`config.mk`:
```
export PLATFORM = sky130hd
export DESIGN_NAME = audiodec_dma_gain
export DESIGN_NICKNAME = d
export VERILOG_FILES = /design/src/rtl/audiodec_dma_gain.sv
export SDC_FILE = /design/constraint.sdc
export NUM_CORES = 2
export LEC_CHECK = 0
export ABC_AREA = 1
export CORE_MARGIN = 3
export CORE_UTILIZATION = 50
export DETAILED_ROUTE_END_ITERATION = 10
export GPL_ROUTABILITY_DRIVEN = 0
export GPL_TIMING_DRIVEN = 0
export PLACE_DENSITY = 0.7
export SYNTH_ARGS = -nofsm -noshare
export SYNTH_HDL_FRONTEND = slang
export SYNTH_SLANG_ARGS = --single-unit
```
`constraint.sdc`:
```
create_clock -name clk -period 6.9 [get_ports clk]
set_input_delay 0.69 -clock clk [delete_from_list [all_inputs] [get_ports clk]]
set_output_delay 0.69 -clock clk [all_outputs]
set_load 0.05 [all_outputs]
```
`src/rtl/audiodec_dma_gain.sv`:
```
// Chunked DMA audio gain stage: reads packed signed 16-bit PCM, scales each lane by a Q8.8 gain, writes it back.
// Optional AUDIODEC_SAT_EN: clamp scaled lanes to the 16-bit range instead of wrapping.
module audiodec_dma_gain #(
  parameter int DMA_WIDTH = 64,
  parameter int CHUNK     = 16
) (
  input  logic                 clk,
  input  logic                 rst,
  input  logic                 conf_done,
  input  logic [31:0]          conf_info_cfg_regs_0,
  input  logic [31:0]          conf_info_cfg_regs_1,
  input  logic [31:0]          conf_info_cfg_regs_2,
  input  logic [31:0]          conf_info_cfg_regs_3,
  output logic                 dma_read_ctrl_valid,
  input  logic                 dma_read_ctrl_ready,
  output logic [31:0]          dma_read_ctrl_data_index,
  output logic [31:0]          dma_read_ctrl_data_length,
  output logic [2:0]           dma_read_ctrl_data_size,
  input  logic                 dma_read_chnl_valid,
  output logic                 dma_read_chnl_ready,
  input  logic [DMA_WIDTH-1:0] dma_read_chnl_data,
  output logic                 dma_write_ctrl_valid,
  input  logic                 dma_write_ctrl_ready,
  output logic [31:0]          dma_write_ctrl_data_index,
  output logic [31:0]          dma_write_ctrl_data_length,
  output logic [2:0]           dma_write_ctrl_data_size,
  output logic                 dma_write_chnl_valid,
  input  logic                 dma_write_chnl_ready,
  output logic [DMA_WIDTH-1:0] dma_write_chnl_data,
  output logic                 acc_done,
  output logic [31:0]          debug
);

  localparam int LANES = DMA_WIDTH / 16;
  localparam int AW    = $clog2(CHUNK);
  localparam int CW    = AW + 1;
  localparam logic [2:0] DMA_SIZE = (DMA_WIDTH == 64) ? 3'b011 : 3'b010;

  localparam logic [2:0] IDLE    = 3'd0;
  localparam logic [2:0] CHECK   = 3'd1;
  localparam logic [2:0] RD_REQ  = 3'd2;
  localparam logic [2:0] RD_DATA = 3'd3;
  localparam logic [2:0] WR_REQ  = 3'd4;
  localparam logic [2:0] WR_DATA = 3'd5;
  localparam logic [2:0] DONE    = 3'd6;

  logic [2:0]           state;
  logic [31:0]          len_q, src_q, dst_q;
  logic [15:0]          gain_q;
  logic [31:0]          remaining, offset;
  logic [CW-1:0]        count;
  logic                 zero_err;
  logic [7:0]           chunks;
  logic [DMA_WIDTH-1:0] buf_mem [CHUNK];
  logic [DMA_WIDTH-1:0] proc_beat;
  logic [31:0]          cl;
  logic                 last_beat, rd_fire, wr_fire;
  logic                 unused_gain_hi;

  assign unused_gain_hi = ^conf_info_cfg_regs_3[31:16];

  // Signed sample times unsigned Q8.8 gain, then arithmetic shift back to Q0.
  function automatic logic [15:0] scale_lane(input logic [15:0] s, input logic [15:0] g);
    logic signed [32:0] r;
    r = ($signed({{17{s[15]}}, s}) * $signed({17'b0, g})) >>> 8;
`ifdef AUDIODEC_SAT_EN
    if (r > 33'sd32767)       return 16'h7fff;
    else if (r < -33'sd32768) return 16'h8000;
    else                      return r[15:0];
`else
    return r[15:0];
`endif
  endfunction

  // NOTE: combinational blocks assign a default before any branch so no latch is inferred.
  always_comb begin
    proc_beat = '0;
    for (int i = 0; i < LANES; i++)
      proc_beat[16*i +: 16] = scale_lane(dma_read_chnl_data[16*i +: 16], gain_q);
  end

  assign cl        = (remaining < 32'(CHUNK)) ? remaining : 32'(CHUNK);
  assign last_beat = (32'(count) == cl - 32'd1);
  assign rd_fire   = dma_read_chnl_valid && dma_read_chnl_ready;
  assign wr_fire   = dma_write_chnl_valid && dma_write_chnl_ready;

  // NOTE: the chunk buffer is not reset; each entry is written before the write phase reads it.
  always_ff @(posedge clk) begin
    if (rd_fire) buf_mem[count[AW-1:0]] <= proc_beat;
  end

  // NOTE: sequential state uses non-blocking assignments so all registers update from pre-edge values.
  always_ff @(posedge clk) begin
    if (!rst) begin
      state     <= IDLE;
      len_q     <= '0;
      src_q     <= '0;
      dst_q     <= '0;
      gain_q    <= '0;
      remaining <= '0;
      offset    <= '0;
      count     <= '0;
      zero_err  <= 1'b0;
      chunks    <= '0;
    end else begin
      case (state)
        IDLE: if (conf_done) begin
          len_q     <= conf_info_cfg_regs_0;
          src_q     <= conf_info_cfg_regs_1;
          dst_q     <= conf_info_cfg_regs_2;
          gain_q    <= conf_info_cfg_regs_3[15:0];
          remaining <= conf_info_cfg_regs_0;
          offset    <= '0;
          count     <= '0;
          zero_err  <= 1'b0;
          chunks    <= '0;
          state     <= CHECK;
        end
        CHECK: if (len_q == 32'd0) begin
          zero_err <= 1'b1;
          state    <= DONE;
        end else begin
          state <= RD_REQ;
        end
        RD_REQ: if (dma_read_ctrl_ready) state <= RD_DATA;
        RD_DATA: if (rd_fire) begin
          if (last_beat) begin
            count <= '0;
            state <= WR_REQ;
          end else begin
            count <= count + CW'(1);
          end
        end
        WR_REQ: if (dma_write_ctrl_ready) state <= WR_DATA;
        WR_DATA: if (wr_fire) begin
          if (last_beat) begin
            count     <= '0;
            offset    <= offset + cl;
            remaining <= remaining - cl;
            chunks    <= chunks + 8'd1;
            state     <= (remaining == cl) ? DONE : RD_REQ;
          end else begin
            count <= count + CW'(1);
          end
        end
        DONE:    state <= IDLE;
        default: state <= IDLE;
      endcase
    end
  end

  // Request fields and write data are forced to zero outside their own phase.
  assign dma_read_ctrl_valid        = (state == RD_REQ);
  assign dma_read_ctrl_data_index   = dma_read_ctrl_valid ? src_q + offset : '0;
  assign dma_read_ctrl_data_length  = dma_read_ctrl_valid ? cl : '0;
  assign dma_read_ctrl_data_size    = DMA_SIZE;
  assign dma_read_chnl_ready        = (state == RD_DATA) && (32'(count) < cl);
  assign dma_write_ctrl_valid       = (state == WR_REQ);
  assign dma_write_ctrl_data_index  = dma_write_ctrl_valid ? dst_q + offset : '0;
  assign dma_write_ctrl_data_length = dma_write_ctrl_valid ? cl : '0;
  assign dma_write_ctrl_data_size   = DMA_SIZE;
  assign dma_write_chnl_valid       = (state == WR_DATA);
  assign dma_write_chnl_data        = dma_write_chnl_valid ? buf_mem[count[AW-1:0]] : '0;
  assign acc_done                   = (state == DONE);
  assign debug                      = {16'h0000, chunks, 7'b0, zero_err};

endmodule

```
==> summary.md <==
| Metric | Value |
|---|---|
| Vias per cell | `5.84` |
| Top Ports | `434` |
| DR vias | `70100` |
| WS Path Type | `in2reg` |
| MaxCap Viol Count | `1` |
| Full die area | `173000 sq um` |
| Worst setup path start | `dma_read_chnl_data[57]` |
| First-pass GRT wire length | `428000 um` |
| Layout area overhead | `14.8%` |
| Primary FF master, synth | `edfxtp_1` |
| Core Footprint | `166000 sq um` |
| Final slew viol count | `11` |
| Final instance area | `96500 sq um` |
| FP Rows | `149` |
| Hold Crit Class | `in2reg` |
| Total Wirelength | `291000 um` |
| Filler Cell Count | `14100` |
| Post-synth EDFFs | `1024` |
| Max-slew headroom | `-4.40%` |
| Reg clk slew, reported paths | `0.06 ns` |
| Final setup margin | `0.156 ns` |
| Fin nets | `11000` |
| Crit. End Element | `flip-flop` |
| Ys Warns | `0` |
| WL per Instance | `24.2 um` |
| Cells after Synth | `9093` |
| RR Startpoint | `gain_q[5]` |
| Total GRT Usage | `33.0%` |
| Yosys cell types | `50` |
| Syn_area_per_cell | `9.25 sq um` |
| Crit share post-route | `97.7%` |
| CTS tree | `built` |
| H-tree levels | `3` |
| Remaining DRCs | `0` |
| Num CTS Buffers | `121` |
| Initial core utilization | `50.7%` |
| Final TNS setup | `0 ns` |
| Post-Syn Area | `84100 sq um` |
| Clk_skew | `0.109 ns` |
| Area after DPL | `91700 sq um` |
| Status | `complete, but fails checks` |
| Final setup violation count | `0` |
| Global route overflow | `0` |
| Die Y | `416 um` |
| Final Hold Fails | `0` |
| DIE WIDTH | `416 um` |
| Clk_lat worst skew | `0.81 ns` |
| Hold Path Origin | `rst` |
| CP required | `7.35 ns` |
| Hold WS | `0.375 ns` |
| Port bufs | `299` |
| Register area share after synthesis | `41.3%` |
| F_max | `148 MHz` |
| Final HPWL DP | `218000 um` |
| Min cycle time layout | `6.74 ns` |
| Largest net degree at the start of global routing | `26` |
| Synth Register Bits | `1221` |
| Dpl ws | `-2.01 ns` |
| TritonCTS Sinks | `1221` |
| Worst Tran Pin Value | `1.57 ns` |
| Crit path DAT | `7.19 ns` |
| Clock Tree Buf Depth | `3` |
| Failing checks | `max-capacitance violations, max-slew violations` |
| Post-synth ARST share | `0%` |
| Layout cells sized above 1 | `5.47%` |
| Post-CTS Hold Fix Bufs | `0` |
| Initial antenna violation count | `28` |
| CP Max Fanout | `16` |
| Vias in the first global route | `68900` |
| Clock Tree Root | `clkbuf_16` |
| Pre-antenna DRT Iters | `8` |
| Routed Antenna Nets | `0` |
| Crit start category | `input pin` |
| Drt initial violations | `9421` |
==> through the flow <==
| step | util (%) | std cells |
|---|---|---|
| 2_1_floorplan | - | 9201 |
| 3_3_place_gp | 54.4 | 11700 |
| 3_5_place_dp | 55.3 | 11700 |
| 4_1_cts | 57.9 | 12000 |
| 5_1_grt | 58.2 | 12000 |
| 6_report | 58.2 | 12000 |
==> synthesized netlist by cell type, drive strengths merged, types with 84 or more instances <==
cell	number	area, sq um
a21oi	468	2340
xor2	102	893
nand2	1548	5830
edfxtp	1024	30700
fa	675	13500
clkbuf	438	1640
o221ai	191	1670
ha	413	5170
inv	1568	5890
dfxtp	197	3940
buf	150	932
xnor2	84	736
nor2	881	3340
nand3	313	1580
o21ai	678	3390
==> sequential cells by signal, indices dropped and copies added (netlist names), 8 cells and up, named ones only <==
register,cells
dst_q,32
len_q,32
buf_mem,1024
remaining,32
offset,32
src_q,32
chunks,8
gain_q,16
==> critical path, cell delays in order <==
cell and delay (ns):
clkdlybuf4s50_1 0.78, clkbuf_1 0.54, nand2_1 0.15, fa_1 0.50, inv_1 0.07, fa_1 0.47, ha_1 0.33, fa_1 0.46
fa_1 0.49, inv_1 0.05, fa_1 0.47, inv_1 0.04, ha_1 0.36, a21o_1 0.21, a31oi_1 0.14, nand2_1 0.06
o21bai_2 0.22, nand2_1 0.09, nand2_1 0.19, a21oi_4 0.29, o21ai_1 0.18, xor2_4 0.22, buf_12 0.17
==> final timing paths <==
check / end / slack (ns) / cells past startpoint
hold / removal: len_q[29] / 0.38 / 3
setup / recovery: buf_mem[0][61] / 0.16 / 23
setup reg to reg: buf_mem[3][26] / 0.20 / 23
hold reg to reg: len_q[13] / 0.45 / 2
==> routing by layer <==
layer / wire, um / GRT usage [%] / vias to the layer above
met2: 129000 / 51.4 / 4677
met3: 36900 / 7.57 / 924
met5: 50 / 0 / -
met1: 106000 / 43.0 / 33900
li1: - / - / 30600
met4: 18500 / 18.1 / 8
==> timing repair <==
action,in CTS,in global routing
setup buffers,9,5
gates resized for setup,125,122
endpoints found under the setup margin,892,666
pin swaps,5,3
hold endpoints to repair,0,0
==> area by class of cell <==
class / instances / area, sq um / area share (%)
clock buffer: 150 / 3170 / 3.28
antenna: 19 / 47.5 / 0.0493
multi-input combinational: 5821 / 42200 / 43.7
clock inverter: 72 / 592 / 0.613
tap: 2189 / 2740 / 2.84
timing repair buffer: 373 / 4450 / 4.61
inverter: 1571 / 5900 / 6.11
buffer: 580 / 2740 / 2.84
sequential: 1221 / 34700 / 36.0
==> kinds of logic (layout without fill, tap and decap cells) <==
group / Yosys count / after routing / share of synthesized area (%)
AOI/OAI and AO/OA: 1575 / 1575 / 10.8
xor gates and xnor gates: 186 / 186 / 1.94
adders and majority gates: 1088 / 1088 / 22.2
buffers and inverters: 2159 / 2746 / 10.1
DFF: 1221 / 1221 / 41.3
muxes: 2 / 2 / 0.0238
other: 2 / 129 / 0.00893
and+or+nand+nor: 2860 / 2860 / 13.6
==> cells in the final DEF (no fill, tap or decap), types with 190 or more instances in the layout <==
cell / n
inv_1: 1563
nand2_1: 1541
edfxtp_1: 1024
nor2_1: 856
fa_1: 675
o21ai_0: 673
a21oi_1: 465
ha_1: 413
clkbuf_1: 396
nand3_1: 310
clkdlybuf4s50_1: 299
o221ai_1: 191
dfxtp_1: 190
Power is not shown: default switching activity piles up to over one toggle a cycle in this logic, so the estimate is an artifact.
